## config.mk

```make
export PLATFORM = sky130hd
export DESIGN_NAME = rtc_tick_divider
export DESIGN_NICKNAME = d
export VERILOG_FILES = /design/src/rtl/rtc_tick_divider.sv
export SDC_FILE = /design/constraint.sdc
export NUM_CORES = 1
export LEC_CHECK = 0
export CAP_MARGIN = 20
export CORE_ASPECT_RATIO = 0.6
export CORE_MARGIN = 2
export CORE_UTILIZATION = 54
export DETAILED_ROUTE_END_ITERATION = 16
export DONT_BUFFER_PORTS = 1
export PLACE_DENSITY = 0.79
export SETUP_SLACK_MARGIN = 0.5
export SLEW_MARGIN = 20
export SYNTH_ARGS = -nofsm -noshare
export SYNTH_HDL_FRONTEND = slang
export SYNTH_SLANG_ARGS = --single-unit
```

## constraint.sdc

```tcl
create_clock -name clock -period 5.6 [get_ports clock]
set_input_delay 0.56 -clock clock [delete_from_list [all_inputs] [get_ports clock]]
set_output_delay 0.56 -clock clock [all_outputs]
set_load 0.01 [all_outputs]
```

## src/rtl/rtc_tick_divider.sv

```systemverilog
// Multi-channel programmable tick / clock-enable generator.
// Each channel counts down from its ratio and emits a one-cycle tick on every
// reload, plus a divided output that either toggles (50% duty) or pulses.
module rtc_tick_divider #(
  parameter int channels    = 2,
  parameter int cnt_width   = 16,
  parameter int default_div = 4
) (
  input  logic                         clock,
  input  logic                         reset,
  input  logic                         cfg_wen,
  input  logic [$clog2(channels):0]    cfg_chan,
  input  logic [cnt_width-1:0]         cfg_div,
  input  logic                         cfg_en,
  input  logic                         cfg_mode,
  input  logic                         sync_i,
  output logic [cnt_width+1:0]         cfg_rdata,
  output logic [channels-1:0]          tick_o,
  output logic [channels-1:0]          clk_o
);

  localparam int chan_w = $clog2(channels) + 1;
  localparam logic [cnt_width-1:0] reset_div = cnt_width'(default_div);

  // The ratio in force for the running period is implicit in cnt; reloads
  // always take div_shadow, so a mid-period write never truncates a period.
  logic [cnt_width-1:0] div_shadow  [channels];
  logic [cnt_width-1:0] cnt         [channels];
  logic [cnt_width-1:0] shadow_next [channels];
  logic [cnt_width-1:0] cnt_next    [channels];
  logic [channels-1:0]  en, mode;
  logic [channels-1:0]  en_next, mode_next, tick_next, clk_next;
  logic [channels-1:0]  hit, restart;

  // Next-state per channel: config write first, then sync, then counting.
  always_comb begin
    hit       = '0;
    restart   = '0;
    en_next   = en;
    mode_next = mode;
    tick_next = '0;
    clk_next  = '0;
    for (int unsigned i = 0; i < channels; i++) begin
      hit[i]         = cfg_wen && (cfg_chan == chan_w'(i));
      shadow_next[i] = hit[i] ? cfg_div : div_shadow[i];
      cnt_next[i]    = cnt[i];
      if (hit[i]) begin
        en_next[i]   = cfg_en;
        mode_next[i] = cfg_mode;
      end
      restart[i] = (hit[i] && ((cfg_en != en[i]) || (cfg_mode != mode[i])))
                   || (sync_i && en_next[i]);
      if (!en_next[i]) begin
        cnt_next[i] = shadow_next[i];
      end else if (restart[i]) begin
        cnt_next[i] = shadow_next[i];
      end else if (cnt[i] == '0) begin
        cnt_next[i]  = shadow_next[i];
        tick_next[i] = 1'b1;
        clk_next[i]  = mode[i] ? 1'b1 : ~clk_o[i];
      end else begin
        cnt_next[i] = cnt[i] - cnt_width'(1);
        clk_next[i] = mode[i] ? 1'b0 : clk_o[i];
      end
    end
  end

  // Channel state registers with asynchronous return to the default ratio.
  always_ff @(posedge clock or negedge reset) begin
    if (!reset) begin
      for (int unsigned i = 0; i < channels; i++) begin
        div_shadow[i] <= reset_div;
        cnt[i]        <= reset_div;
      end
      en     <= '1;
      mode   <= '0;
      tick_o <= '0;
      clk_o  <= '0;
    end else begin
      for (int unsigned i = 0; i < channels; i++) begin
        div_shadow[i] <= shadow_next[i];
        cnt[i]        <= cnt_next[i];
      end
      en     <= en_next;
      mode   <= mode_next;
      tick_o <= tick_next;
      clk_o  <= clk_next;
    end
  end

  // Readback of the addressed channel; out-of-range index reads zero.
  always_comb begin
    cfg_rdata = '0;
    for (int unsigned i = 0; i < channels; i++) begin
      if (cfg_chan == chan_w'(i)) begin
        cfg_rdata = {en[i], mode[i], div_shadow[i]};
      end
    end
  end

endmodule

```

==> impl_metrics.csv, run 1 <==
group,metric,value,unit
run_status,run_status,"finished clean",
die,dieHeight,68.6,um
logic_synthesis,synthCells,308,
cells_and_area,nFillCells,541,
clock_tree,cts.sinks,72,
sta,fin_crit,2.50,ns
placed_design,place_ws,2.86,ns
placed_design,place_area,3800,sq um
clock_tree,cts-root-buf,"clkbuf_16",
die,rows,23,
logic_synthesis,yosysWarnings,0,
clock_tree,cts_setup_buffers,0,
logic_synthesis,synthAdderAreaFrac,0.0133,
logic_synthesis,synth_top_family_by_area,"multiplexers",
placed_design,port_buffers,0,
cells_and_area,layout-drive-gt1-share,0.256,
cells_and_area,register_area,1810,sq um
die,pin_count,46,
setup_path,startpoint_type,"flip-flop",
cells_and_area,layout-area-overhead-vs-synth,8.86,%
run,cap_violations,0,
placed_design,post-dp-hpwl,5.80,mm
sta,skew,0.00612,ns
sta,tns,0,ns
drt,finalWirelength,8.14,mm
cells_and_area,nets,339,
cells_and_area,fin_area,4090,sq um
sta,finalMaxSlewViolations,0,
logic_synthesis,synth_top_area_share,0.440,
setup_path,ff2ff_setup_slack,3.10,ns
clock_tree,cts_buffer_depth,2,
sta,max_freq,0.400,GHz
logic_synthesis,synth_xor_area_frac,0.0653,
hold_path,hp-class,"input pin to asynchronous set/reset pin",
logic_synthesis,synth_ff_type,"dfrtp_1",
logic_synthesis,yosys.area.top_type,"dfrtp_1",
setup_path,endpoint_kind,"flip-flop",
logic_synthesis,synth_seq_area_share,0.482,
die,die_area,7660,sq um
logic_synthesis,synth_simple_gate_area_frac,0.138,
sta,setup_viol,0,
pwr,powerDensity,412,nW/um^2
global_route,antenna_found_initial,0,
die,fp.dieW,112,um
placed_design,gp_congestion,0.876,
drt,ant_nets,0,
die,coreArea,6710,sq um
sta,tightest_slew,1.01,ns
logic_synthesis,ys_types,46,
logic_synthesis,ys_seq_elements,72,
global_route,busiest_layer,"met2",
clock_tree,cts_tree,"built",
drt,wl_per_cell,20.2,um
logic_synthesis,muxShareOfSynthArea,0.242,
global_route,grt_pass1_vias,2462,
global_route,grt_max_degree,67,
logic_synthesis,syn_area_per_cell,12.2,sq um
clock_tree,numCtsBuffers,9,
pwr,peakVddDrop,0.260,mV
clock_tree,htreeDepth,3,
sta,rsz0062_at_grt,"false",
logic_synthesis,synthTopCellsByArea,"dfrtp_1 44%, mux2_2 16%, mux2i_1 5.3%",
logic_synthesis,synth.most_common_cell,"dfrtp_1",
logic_synthesis,synthArstFlopShare,1.00,
sta,timing.final.crit_share,0.446,
setup_path,crit_fanout,16,
logic_synthesis,syn_nets,336,
die,start_util,0.560,
global_route,met1_usage,0.326,
logic_synthesis,yosys-top-cells-count,"66 x dfrtp_1, 55 x mux2_2, 30 x nor2_1",
clock_tree,clk_pin_slew,0.05,ns
sta,hold_viol,0,
cells_and_area,multiInputGateArea,1840,sq um
logic_synthesis,synth-compound-area-share,0.0316,
pwr,p_leak,1.68,nW
setup_path,worst_ep_required_time,5.82,ns
drt,drt_iter0_drc,143,
sta,setup_slack,3.10,ns
global_route,grt_pass1_wl,13.3,mm
logic_synthesis,syn_area,3760,sq um
cells_and_area,n_antenna_cell,0,
global_route,grtUsageMet2,0.327,
sta,relSlewSlack,0.322,
setup_path,critical_path_class,"flip-flop to flip-flop",
setup_path,cp.arrival,2.72,ns
logic_synthesis,synth_edf_count,0,
global_route,groute.usage.overall,0.239,
global_route,grt-ovfl-total,0,
drt,dr_total_vias,2410,
global_route,met3_usage,0.122,
drt,viasPerCell,5.98,
drt,dr.pass1.iters,4,
clock_tree,clk_latency,0.34,ns
drt,drc_errors,0,
[repair_timing]
item                                   CTS  global route
endpoints found under the hold margin   66             0
resized for setup                        0             0
hold buffers                             1             0
[state kept, by name, indices dropped and copies added (netlist names)]
signal      cells
en              2
div_shadow     32
clk_o           2
cnt            32
tick_o          2
mode            2
[power breakdown]
| part | total [mW] | switching, mW | internal [mW] |
|---|---|---|---|
| sequential | 0.776 | 0.127 | 0.649 |
| clock | 0.514 | 0.201 | 0.313 |
| combinational | 0.396 | 0.194 | 0.202 |
[cell usage in the layout, fill, tap and decap left out, types with 4 or more instances in the layout]
master,count
mux2_1,8
xnor2_1,22
xor2_1,6
nor2_1,30
nand3_1,9
nor3_1,10
nand2_1,7
mux2_2,55
clkbuf_1,6
nand3b_1,4
dfstp_2,6
nor4_1,4
clkbuf_16,9
inv_1,9
dfrtp_1,66
ha_1,4
mux2i_1,20
[cell families after synthesis]
kind of cell / count (synthesis)
simple gates: 90
mux: 83
flops: 72
xor+xnor: 28
buf+inv: 19
compound gates: 12
fa+ha+maj: 4
[metal layers]
metal  share of wire  routed length (um)  up-vias
li1                -                   -     1097
met1            0.46                3770     1219
met2            0.42                3380       82
met3            0.10                 835       12
met4           0.019                 154        0
met5               0                   0        -
[path summary, 6_finish.rpt]
check                                          from                        to  cells past startpoint
min in group clock                         cfg_mode       mode[0]$_DFFE_PN0P_                      1
min                                           reset           en[0]$_DFF_PN1_                      0
min reg2reg                div_shadow[11]$_DFF_PN0_  div_shadow[11]$_DFF_PN0_                      1
max                               cnt[16]$_DFF_PN0_         cnt[20]$_DFF_PN0_                      6
max reg2reg                       cnt[16]$_DFF_PN0_         cnt[20]$_DFF_PN0_                      6
max in group asynchronous                     reset          cnt[3]$_DFF_PN0_                      1
[through the flow]
stage	hold slack [ns]	total power, mW	util	std cells
floorplan	0.264	1.07	-	308
global placement	0.267	1.14	0.567	386
detailed placement	0.266	1.16	0.567	386
CTS	0.0513	1.70	0.610	403
global route	0.0427	1.79	0.610	403
finish	0.0663	1.69	0.610	403
[worst max-delay path, cell delays in order, from the launching register on]
cell and delay (ns):
dfrtp_1 0.38, inv_1 0.11, ha_1 0.16, nor4b_1 0.43
nand4_1 0.24, nand2b_1 0.66, mux2_2 0.41
[area by class of cell]
class | count | share of cell area
sequential | 72 | 0.442
timing repair buffer | 2 | 0.00857
tap | 87 | 0.0266
clock buffer | 16 | 0.0640
multi-input combinational | 217 | 0.450
inverter | 9 | 0.00826
(Power assumes the default switching activity.)
==> run 2: changes to the inputs <==
==> constraint.sdc (replaced) <==
create_clock -name clock -period 2.3 [get_ports clock]
set_input_delay 0.23 -clock clock [delete_from_list [all_inputs] [get_ports clock]]
set_output_delay 0.23 -clock clock [all_outputs]
set_load 0.01 [all_outputs]
==> run 2 against run 1 <==
- the run now ends with negative hold slack left
- non-clock buffer count grew 17
- wire length is 6.8% higher
- via count up 3.4%
- global-route usage is 0.39 points lower
- clock-buffer cell count shrank 6
- first-iteration DRC count grew 43%
- register-to-register slack got worse by 2.7 ns
- combinational power grew to 3.0 times the previous value
- clock skew shrank 0.0023 ns
- critical path depth decreased by 1
- setup slack worse by 2.7 ns
- total power increased to 2.7 times the previous value
- critical path type unchanged
==> impl_metrics.csv, run 2 (same netlist as run 1, synthesis figures left out) <==
group,metric,value,unit
setup_path,path_buf_inv,1,
clock_tree,cts_tree,"built",
run_status,violations,"negative hold slack",
sta,finalMaxSlewViolations,0,
sta,hold_viol,72,
cells_and_area,layout_common_cells,"66 x dfrtp_1, 42 x mux2_2, 30 x nor2_1",
die,start_util,0.560,
cells_and_area,nets,356,
sta,whs,-0.411,ns
pwr,p_total,4.55,mW
die,dieHeight,68.6,um
global_route,grt_pass1_wl,13.3,mm
die,die_area,7660,sq um
sta,tns,0,ns
cells_and_area,final_common_cell,"dfrtp_1",
setup_path,cpMaxStageDelayCell,"or3_1",
setup_path,critical_path_class,"flip-flop to flip-flop",
clock_tree,htreeDepth,3,
pwr,powerDensity,1030,nW/um^2
run,cap_violations,0,
pwr,p_leak,1.88,nW
clock_tree,cts_buffer_depth,2,
global_route,groute.usage.overall,0.235,
pwr,peakVddDrop,0.645,mV
sta,timing.final.crit_share,0.808,
cells_and_area,top_regs,"cnt x32, div_shadow x32",
global_route,grt_pass1_vias,2495,
placed_design,post-dp-hpwl,5.70,mm
sta,fin_crit,1.86,ns
placed_design,gp_congestion,0.842,
hold_path,hp-class,"input pin to asynchronous set/reset pin",
drt,ant_nets,0,
sta,skew,0.00386,ns
drt,dr_total_vias,2493,
die,rows,23,
cells_and_area,layout-drive-gt1-share,0.369,
cells_and_area,layout-area-overhead-vs-synth,18.1,%
setup_path,startpoint_type,"flip-flop",
clock_tree,numCtsBuffers,9,
drt,drt-met1-wl,3.91,mm
sta,rsz0062_at_grt,"true",
setup_path,endpoint_kind,"flip-flop",
setup_path,r2r_cells,5,
drt,dr.pass1.iters,4,
drt,dr.max_layer_used,"met4",
die,fp.dieW,112,um
drt,finalWirelength,8.69,mm
setup_path,worstSetupPathDepth,5,
cells_and_area,n_antenna_cell,0,
clock_tree,clk_latency,0.33,ns
drt,drc_errors,0,
run_status,run_status,"finished with violations",
sta,setup_slack,0.441,ns
clock_tree,clk_pin_slew,0.06,ns
die,pin_count,46,
sta,setup_viol,0,
setup_path,cpLargestDelayFamily,"simple AND/OR/NAND/NOR gates",
drt,wl_per_cell,20.7,um
die,coreArea,6710,sq um
drt,met3_wirelength,900,um
clock_tree,cts.sinks,72,
setup_path,crit_fanout,4,
drt,drt_iter0_drc,205,
global_route,grt-ovfl-total,0,
placed_design,place_ws,0.350,ns
global_route,antenna_found_initial,0,
drt,met2_length,3.72,mm
sta,max_freq,0.538,GHz
placed_design,port_buffers,0,
setup_path,cp.arrival,2.08,ns
setup_path,cp_cell_sequence,"buf_4, or3_1, nor4b_1, xor2_1, mux2_4",
clock_tree,cts-root-buf,"clkbuf_16",
setup_path,slowest_delay,0.40,ns
sta,tightest_slew,0.596,ns
global_route,grt_max_degree,73,
sta,relSlewSlack,0.600,
setup_path,worst_ep_required_time,2.52,ns
drt,viasPerCell,5.94,
==> run 2: cell types whose count changed in the layout (fill, tap and decap cells not counted), moves of 3 or more <==
| cell | change |
|---|---|
| clkbuf_1 | -5 |
| ha_1 | -3 |
| mux2_4 | +17 |
| buf_6 | +5 |
| mux2_1 | -4 |
| buf_4 | +13 |
| mux2_2 | -13 |
| inv_2 | +4 |
| inv_1 | -4 |
| clkinv_2 | +3 |
==> run 2: per-stage QoR <==
| stage | utilization | cells | area (sq um) |
|---|---|---|---|
| global placement | 0.578 | 393 | 3880 |
| detailed placement | 0.578 | 393 | 3880 |
| global route | 0.662 | 420 | 4440 |
| floorplan | - | 308 | 3790 |
| CTS | 0.641 | 416 | 4300 |
| finish | 0.662 | 420 | 4440 |
==> run 2: report_power, final <==
group          total [mW]  switching, mW  leakage (nW)  internal (mW)
logic                1.17          0.525         0.870          0.643
registers            1.93          0.350         0.852           1.58
clock network        1.46          0.511         0.156          0.944
total                4.55           1.39          1.88           3.17
==> run 2: final timing paths <==
| check | startpoint | endpoint | slack (ns) |
|---|---|---|---|
| setup / recovery | cnt[16]$_DFF_PN0_ | cnt[23]$_DFF_PN0_ | 0.44 |
| hold / removal | reset | div_shadow[4]$_DFF_PN0_ | -0.41 |
| setup reg to reg | cnt[16]$_DFF_PN0_ | cnt[23]$_DFF_PN0_ | 0.44 |
| hold reg to reg | div_shadow[3]$_DFF_PN0_ | div_shadow[3]$_DFF_PN0_ | 0.53 |
| max in group asynchronous | reset | div_shadow[2]$_DFF_PN1_ | 2.52 |
| min in group clock | cfg_mode | mode[1]$_DFFE_PN0P_ | 0.05 |
==> run 2: routing by layer <==
layer,up-vias,GRT usage
li1,1125,-
met1,1253,0.318
met2,101,0.353
met3,14,0.0857
met4,0,0.0849
met5,-,0
==> run 2: repair_timing <==
action | in CTS | in global routing
resized for setup | 13 | 27
cloned | 1 | 0
hold endpoints to repair | 72 | 72
buffers inserted | 6 | 4
endpoints found under the setup margin | 29 | 32
pin swaps | 4 | 5
==> run 2: layout make-up <==
type	count	area, sq um
repair buffers	19	161
flip-flops and latches	72	1810
inverters	9	33.8
well taps	87	109
clock buffers	10	229
fillers	473	2270
clock inverters	6	83.8
multi-input cells	217	2010
==> run 2: worst register-to-register path, stage by stage, from the launching register on <==
cell     delay (ns)
dfrtp_1        0.39
buf_4          0.14
or3_1          0.40
nor4b_1        0.40
xor2_1         0.13
mux2_4         0.29
